`src/rtl/multdiv_unit.sv`:
```
// Iterative signed multiply / divide unit sitting beside the execute stage.
// Multiply: shift-add over a 64-bit unsigned product, sign applied in FIX.
// Divide: restoring algorithm on magnitudes, quotient truncates toward zero.
module multdiv_unit #(
   parameter int unsigned WIDTH = 32
) (
   input  logic             clock,
   input  logic             reset,
   input  logic [31:0]      dx_insn,
   input  logic             dx_kill,
   input  logic [WIDTH-1:0] operandA,
   input  logic [WIDTH-1:0] operandB,
   output logic             multOngoing,
   output logic [31:0]      inM,
   output logic             md_stall,
   output logic [WIDTH-1:0] result,
   output logic             result_valid,
   output logic [4:0]       wb_rd,
   output logic             exception
);

   localparam int unsigned CntW = (WIDTH > 1) ? $clog2(WIDTH) : 1;
   localparam logic [CntW-1:0] LastCnt = CntW'(WIDTH - 1);

   typedef enum logic [1:0] {
      StIdle,
      StRun,
      StFix,
      StDone
   } state_e;

   state_e state_q, state_d;

   logic [31:0]        insn_q;
   logic [CntW-1:0]    cnt_q;
   logic               is_div_q;
   logic               neg_q;
   logic [WIDTH-1:0]   mag_a_q;
   logic [WIDTH-1:0]   mag_b_q;
   logic [2*WIDTH-1:0] prod_q;
   logic [WIDTH-1:0]   rem_q;
   logic [WIDTH-1:0]   quot_q;
   logic [WIDTH-1:0]   res_q;
   logic               exc_q;

   // Decode of the D/X instruction
   logic             is_mul, is_div, md_insn, start, div_zero, occupied;
   logic [WIDTH-1:0] abs_a, abs_b;

   assign is_mul   = (dx_insn[31:27] == 5'b00000) && (dx_insn[6:2] == 5'b00110);
   assign is_div   = (dx_insn[31:27] == 5'b00000) && (dx_insn[6:2] == 5'b00111);
   assign md_insn  = is_mul | is_div;
   assign occupied = (state_q == StRun) || (state_q == StFix);
   // Kill blocks acceptance; a new op may enter from IDLE or on the DONE edge
   assign start    = md_insn & ~dx_kill & ((state_q == StIdle) || (state_q == StDone));
   assign div_zero = is_div & (operandB == '0);
   assign abs_a    = operandA[WIDTH-1] ? -operandA : operandA;
   assign abs_b    = operandB[WIDTH-1] ? -operandB : operandB;

   // Next-state logic
   always_comb begin
      state_d = state_q;
      unique case (state_q)
         StIdle, StDone: begin
            if (start) begin
               state_d = div_zero ? StDone : StRun;
            end else begin
               state_d = StIdle;
            end
         end
         StRun: begin
            if (cnt_q == LastCnt) begin
               state_d = StFix;
            end
         end
         StFix:   state_d = StDone;
         default: state_d = StIdle;
      endcase
   end

   // One iteration of shift-add multiply and restoring divide
   logic [WIDTH:0]     mul_sum;
   logic [2*WIDTH-1:0] prod_step;
   logic [WIDTH:0]     div_shift;
   logic [WIDTH:0]     div_diff;
   logic [WIDTH-1:0]   rem_step;
   logic [WIDTH-1:0]   quot_step;

   always_comb begin
      mul_sum   = {1'b0, prod_q[2*WIDTH-1:WIDTH]} + (prod_q[0] ? {1'b0, mag_a_q} : '0);
      prod_step = {mul_sum, prod_q[WIDTH-1:1]};
      div_shift = {rem_q, quot_q[WIDTH-1]};
      div_diff  = div_shift - {1'b0, mag_b_q};
      // Top bit of the difference is the borrow: set means restore
      if (!div_diff[WIDTH]) begin
         rem_step  = div_diff[WIDTH-1:0];
         quot_step = {quot_q[WIDTH-2:0], 1'b1};
      end else begin
         rem_step  = div_shift[WIDTH-1:0];
         quot_step = {quot_q[WIDTH-2:0], 1'b0};
      end
   end

   // Sign fix-up and overflow detection for the FIX cycle
   logic [2*WIDTH-1:0] prod_signed;
   logic [WIDTH-1:0]   quot_signed;
   logic               mul_ovf;
   logic               div_ovf;

   always_comb begin
      prod_signed = neg_q ? -prod_q : prod_q;
      quot_signed = neg_q ? -quot_q : quot_q;
      // Fits in WIDTH bits only if the upper WIDTH+1 bits are a sign extension
      mul_ovf = !((&prod_signed[2*WIDTH-1:WIDTH-1]) || (~|prod_signed[2*WIDTH-1:WIDTH-1]));
      // Only -2^(W-1) / -1 yields a positive quotient with the top bit set
      div_ovf = ~neg_q & quot_q[WIDTH-1];
   end

   // State register
   always_ff @(posedge clock) begin
      if (reset) begin
         state_q <= StIdle;
      end else begin
         state_q <= state_d;
      end
   end

   // Operand capture, iteration and result registers
   always_ff @(posedge clock) begin
      if (reset) begin
         insn_q   <= '0;
         cnt_q    <= '0;
         is_div_q <= 1'b0;
         neg_q    <= 1'b0;
         mag_a_q  <= '0;
         mag_b_q  <= '0;
         prod_q   <= '0;
         rem_q    <= '0;
         quot_q   <= '0;
         res_q    <= '0;
         exc_q    <= 1'b0;
      end else if (start) begin
         insn_q   <= dx_insn;
         cnt_q    <= '0;
         is_div_q <= is_div;
         neg_q    <= operandA[WIDTH-1] ^ operandB[WIDTH-1];
         mag_a_q  <= abs_a;
         mag_b_q  <= abs_b;
         prod_q   <= {{WIDTH{1'b0}}, abs_b};
         rem_q    <= '0;
         quot_q   <= abs_a;
         // Divide by zero skips straight to DONE with a zero result
         res_q    <= '0;
         exc_q    <= div_zero;
      end else begin
         unique case (state_q)
            StRun: begin
               cnt_q <= cnt_q + 1'b1;
               if (is_div_q) begin
                  rem_q  <= rem_step;
                  quot_q <= quot_step;
               end else begin
                  prod_q <= prod_step;
               end
            end
            StFix: begin
               if (is_div_q) begin
                  res_q <= quot_signed;
                  exc_q <= div_ovf;
               end else begin
                  res_q <= prod_signed[WIDTH-1:0];
                  exc_q <= mul_ovf;
               end
            end
            StDone: begin
               // No new op accepted, so the unit drops back to IDLE
               insn_q <= '0;
            end
            default: begin
            end
         endcase
      end
   end

   assign multOngoing  = occupied;
   assign md_stall     = md_insn & ~dx_kill & occupied;
   assign inM          = insn_q;
   assign result       = res_q;
   assign result_valid = (state_q == StDone);
   assign wb_rd        = insn_q[26:22];
   assign exception    = exc_q & (state_q == StDone);

endmodule

```
`config.mk`:
```
export PLATFORM = sky130hd
export DESIGN_NAME = multdiv_unit
export DESIGN_NICKNAME = d
export VERILOG_FILES = /design/src/rtl/multdiv_unit.sv
export SDC_FILE = /design/constraint.sdc
export NUM_CORES = 1
export LEC_CHECK = 0
export BUFFER_PORTS_ARGS = -buffer_cell sky130_fd_sc_hd__buf_2
export CELL_PAD_IN_SITES_DETAIL_PLACEMENT = 0
export CELL_PAD_IN_SITES_GLOBAL_PLACEMENT = 1
export CORE_MARGIN = 1.5
export CORE_UTILIZATION = 49
export CTS_CLUSTER_DIAMETER = 100
export CTS_CLUSTER_SIZE = 24
export DETAILED_ROUTE_END_ITERATION = 8
export GPL_TIMING_DRIVEN = 0
export MAX_ROUTING_LAYER = met4
export PLACE_DENSITY = 0.85
export SYNTH_ARGS = -nofsm -noshare
export SYNTH_HDL_FRONTEND = slang
export SYNTH_SLANG_ARGS = --single-unit
```
`constraint.sdc`:
```
create_clock -name clock -period 6.97 [get_ports clock]
set_input_delay 0.3485 -clock clock [delete_from_list [all_inputs] [get_ports clock]]
set_output_delay 0.3485 -clock clock [all_outputs]
set_load 0.005 [all_outputs]
```
Word-level counts from Yosys, hierarchy flattened
Cells that the tools add are included.

storage, ports and cells
  logic and storage cells = 84
  bits in writable memories = 0
  bits in latches = 0
  ROM bits = 0
  flip-flop bits (word level) = 266
  memories = 0
  output and inout port bits = 73

cells by class
  $mul = 0
  bitwise operators = 11
  divide/modulo/power cells = 0
  shift operators = 0
  eq/ne operators = 8
  reduce and logical (&&, ||, !) cells = 22
  $lt $le $gt $ge = 0
  muxes and demuxes = 23
  $add $sub $neg = 7

operators by type and width
  operator                                                                  number
  32-bit two-way mux                                                        14
  32-bit negator                                                            3
  64-bit two-way mux                                                        1
  64-bit negator                                                            1
  32-bit by 32-bit adder with 33-bit output                                 1
  33-bit AND reduction                                                      1
  33-bit OR reduction                                                       1
  33-bit by 32-bit subtractor with 33-bit output                            1
  32-bit zero test                                                          1
  5-bit by 3-bit == test with 1-bit output (second input constant)          2
  2-bit AND reduction                                                       4
  2-bit nonzero test                                                        4
  1-bit bitwise AND                                                         6
  2-bit two-way mux                                                         3
  2-bit one-hot mux with 3 select lines                                     1
  5-bit by 1-bit adder with 5-bit output (second input constant)            1
  5-bit == test (second input constant)                                     1
  5-bit zero test                                                           1
  2-bit == test (second input constant)                                     2
  1-bit two-way mux                                                         4
  2-bit by 1-bit inequality test with 1-bit output (second input constant)  2
  2-bit OR reduction                                                        2
  1-bit logical OR                                                          3
  1-bit NOT                                                                 3
  other kinds (6)                                                           8

Longest topological paths before layout
  depth in word-level cells = 9
  gate-level depth with buffers = 15

Least setup slack after synthesis
Ideal clock, no wire load.

  path kind = register -> register
  start = register quot_q[31]
  end = register rem_q[14]
  arrival = 3.378 ns
  cell stages (with the launch flop) = 16
  period minus slack after synthesis = 3.510 ns
  setup slack = 3.460 ns
  required time = 6.838 ns
  setup time = 0.132 ns
  path buffers = 2
  path through = dfxtp_1 inv_1 ha_1 fa_1 nor2b_1 o31ai_1 a211o_1 a211o_1 a211oi_1 o21ai_1 and4_1 nor3_1 buf_2 buf_2 mux2i_1 a21oi_1

on the way
  longest elaborated chain between the ends = 2

ends and longest elaborated chain
  element                                         RTL line  text
  start: declaration                              42        logic [WIDTH-1:0] quot_q;
  start signal: assignment                        151       quot_q <= abs_a;
  start signal: assignment                        161       quot_q <= quot_step;
  33-bit by 32-bit subtractor with 33-bit output  93        div_diff = div_shift - {1'b0, mag_b_q};
  32-bit two-way mux                              95        if (!div_diff[WIDTH]) begin
  end signal: assignment                          160       rem_q <= rem_step;
  end: declaration                                41        logic [WIDTH-1:0] rem_q;

Every way passes these cells.
A chain may end at the register's enable or synchronous reset.

Worst setup path after layout
  start = register quot_q[31]
  end = register rem_q[0]

on the way
  longest elaborated chain between the ends = 2

ends and longest elaborated chain
  element                                         RTL line
  33-bit by 32-bit subtractor with 33-bit output  93
  32-bit two-way mux *                            95

Mark *: on every way between the ends. The rest lies on a longest branch, timed or not.

==> flow_metrics.tcl <==
set metrics [dict create \
    grt_setup_unrepaired "false" \
    clock-sinks 266 \
    async_flop_share 0 \
    grt_max_degree 25 \
    finalInstanceArea_mm2 0.0192 \
    grt_pass1_vias 16241 \
    route.detailed.drc 0 \
    crit_arrival_ps 5790 \
    ys.flop_type "dfxtp_1" \
    die_y_um 191 \
    finalClockSkew_ps 10.9 \
    setup_viol 0 \
    vias 17566 \
    hp-class "in -> reg" \
    synth_warnings 0 \
    period_needed_ps 5390 \
    synth_edf_count 0 \
    fp.coreArea_mm2 0.0347 \
    hold_ws_ps 50.7 \
    cts_resized 0 \
    timing.final.crit_share 0.773 \
    p_leak_uw 0.00797 \
    cp.required_ps 7380 \
    start_util 0.501 \
    synthAdderAreaFrac 0.0548 \
    routedWlPerCell_um 23.4 \
    ys_seq_area_frac 0.306 \
    ys_types 75 \
    crit_path_max_fanout 10 \
    synthesis.nets 2331 \
    drt-initial-drc-count 1657 \
    start_kind "flop" \
    dieArea_mm2 0.0366 \
    globalRouteOverflowTotal 0 \
    hold_viol_final 0 \
    layout.nets 2518 \
    grt_antenna_before_repair 2 \
    grt_pass1_wl_um 97700 \
    ioPinCount 172 \
    gr-usage-all-layers 0.362 \
    synthXorXnorAreaFrac 0.0781 \
    clk_latency_ps 510 \
    tightestPinTransition_ps 1400 \
    synth_top_family_by_area "compound AO/OA/AOI/OAI gates" \
    drive_gt1_frac 0.0976 \
    post_cts_buffers 0 \
    num_rows 68 \
    fmax_ghz 0.186 \
    slew_violations 0 \
    outcome "finished, final reports clean" \
    clkSlewWorstSetupHoldPaths_ps 100 \
    portBuffers 170 \
    slew_headroom 0.0666 \
    place_area_mm2 0.0188 \
    tritoncts "built" \
    layout_commonest_cell "dfxtp_1" \
    ctsRootBufferMaster "clkbuf_16" \
    cts_buffers 15 \
    n_fill_cell 3403 \
    cap_viol_max_count 0 \
    area_growth_syn_to_layout_pct 10.6 \
    post_drt_via_cell_ratio 6.27 \
    synth-seq-cells 266 \
    fp.dieW_um 191 \
    hpwl_um 52100 \
    synth_compound_area_frac 0.261 \
    h-tree-depth 1 \
    critPathKind "reg -> reg" \
    synth_area_per_cell_um2 8.06 \
    netlist_instances 2157 \
    vdd_drop_max_v 0.000198 \
    tns_ps 0 \
    gp_congestion 0.980 \
    layout_common_cells "dfxtp_1 (266), a21oi_1 (203), nand2_1 (198)" \
    syn_area_mm2 0.0174 \
    synth_mux_area_frac 0.0649 \
    totalWireLength_um 65600 \
    first_pass_iters 6 \
    endpoint_kind "flop" \
    holdBufCountCts 0 \
    p_per_area_mw_per_mm2 139 \
    cts_buffer_depth 3 \
    ant_nets 0 \
    yosys.area_share.simple 0.188 \
]
-- synth_stat cells (13+ instances only) --
cell      number  share of area
nor4_1        28          0.010
nand2_1      198          0.043
a22o_1        23          0.012
a21o_1        24          0.010
or4_1         23         0.0099
dfxtp_1      266           0.31
mux2i_1       97          0.056
o41ai_1       18         0.0091
nor2b_1       18         0.0065
clkbuf_1     111          0.024
nor2_1       119          0.026
xnor2_1       52          0.026
nor3_1        46          0.013
o22ai_1       26         0.0094
ha_1          73          0.053
a211oi_1      33          0.014
a21oi_1      203          0.058
o31ai_1       45          0.019
o21ai_0      118          0.034
or3_1         28          0.010
and2_1        43          0.015
a31oi_1       13         0.0047
nand4_1       23         0.0083
nand3_1       44          0.013
xor2_1       103          0.052
inv_1         67          0.014
buf_1         25         0.0054
a21boi_0      73          0.032
nand2b_1      20         0.0072
o21a_1        42          0.018
-- critical path: stages (launching register included) --
cell and delay, ps:
dfxtp_1 360, inv_1 170, ha_1 270, fa_1 420, nor2b_1 170, o31ai_1 130
a211o_1 330, a211o_1 320, a211oi_1 470, o21ai_1 280, and4_1 240, nor3_1 800
buf_2 440, clkbuf_1 540, nand4_1 170, o311ai_0 140
-- per-stage QoR --
stage	worst slack, ps	utilization	instances	total power, uW
after global placement	1750	0.542	2782	1760
after CTS	1740	0.554	2801	2690
final	1580	0.554	2803	2680
after floorplan	3460	-	2157	1660
after detailed placement	1770	0.542	2782	1760
after global routing	1440	0.554	2803	2750
-- report_power, final --
part | switching, uW | leakage [uW] | internal, uW
sequential | 1.43 | 0.00214 | 1520
combinational | 138 | 0.00563 | 70.0
clock | 542 | 0.000202 | 409
total | 681 | 0.00797 | 2000
-- registers in the layout, summed over array words and instances, names as in the netlist --
signal,count
cnt_q,5
exc_q,1
inM,32
is_div_q,1
mag_a_q,32
mag_b_q,32
neg_q,1
prod_q,64
quot_q,32
rem_q,32
result,32
state_q,2
-- metal layers --
metal,global-route usage,wire length [um],up-vias
li1,-,-,8241
met1,0.478,28200,8426
met2,0.554,29100,736
met3,0.0598,5700,163
met4,0.134,2660,0
met5,-,0,-
-- final cells by class --
type	instances	area [um2]	area share
well taps	455	569	0.0296
flip-flops and latches	266	5330	0.277
diodes	2	5.00	0.000260
multi-input cells	1678	11200	0.584
clock inverters	3	27.5	0.00143
repair buffers	170	851	0.0442
inverters	68	255	0.0133
plain buffers	145	574	0.0299
clock buffers	16	389	0.0202
-- worst paths after layout --
kind | depth (start not counted) | slack (ps) | startpoint | endpoint
worst max-delay path | 15 | 1580 | quot_q[31] | rem_q[0]
worst min-delay path | 2 | 50 | dx_insn[17] | inM[17]
worst max register to register | 15 | 1580 | quot_q[31] | rem_q[0]
worst min register to register | 2 | 450 | inM[3] | inM[3]
-- kinds of logic (layout without fill, tap and decap cells) --
| family | after synthesis | after routing |
|---|---|---|
| DFF | 266 | 266 |
| AOI/OAI and AO/OA | 697 | 697 |
| adders and majority gates | 75 | 75 |
| other | 0 | 2 |
| muxes | 105 | 105 |
| xor gates and xnor gates | 155 | 155 |
| buffers and inverters | 213 | 402 |
| and+or+nand+nor | 646 | 646 |
No activity file was read; power rests on OpenSTA's default activity.
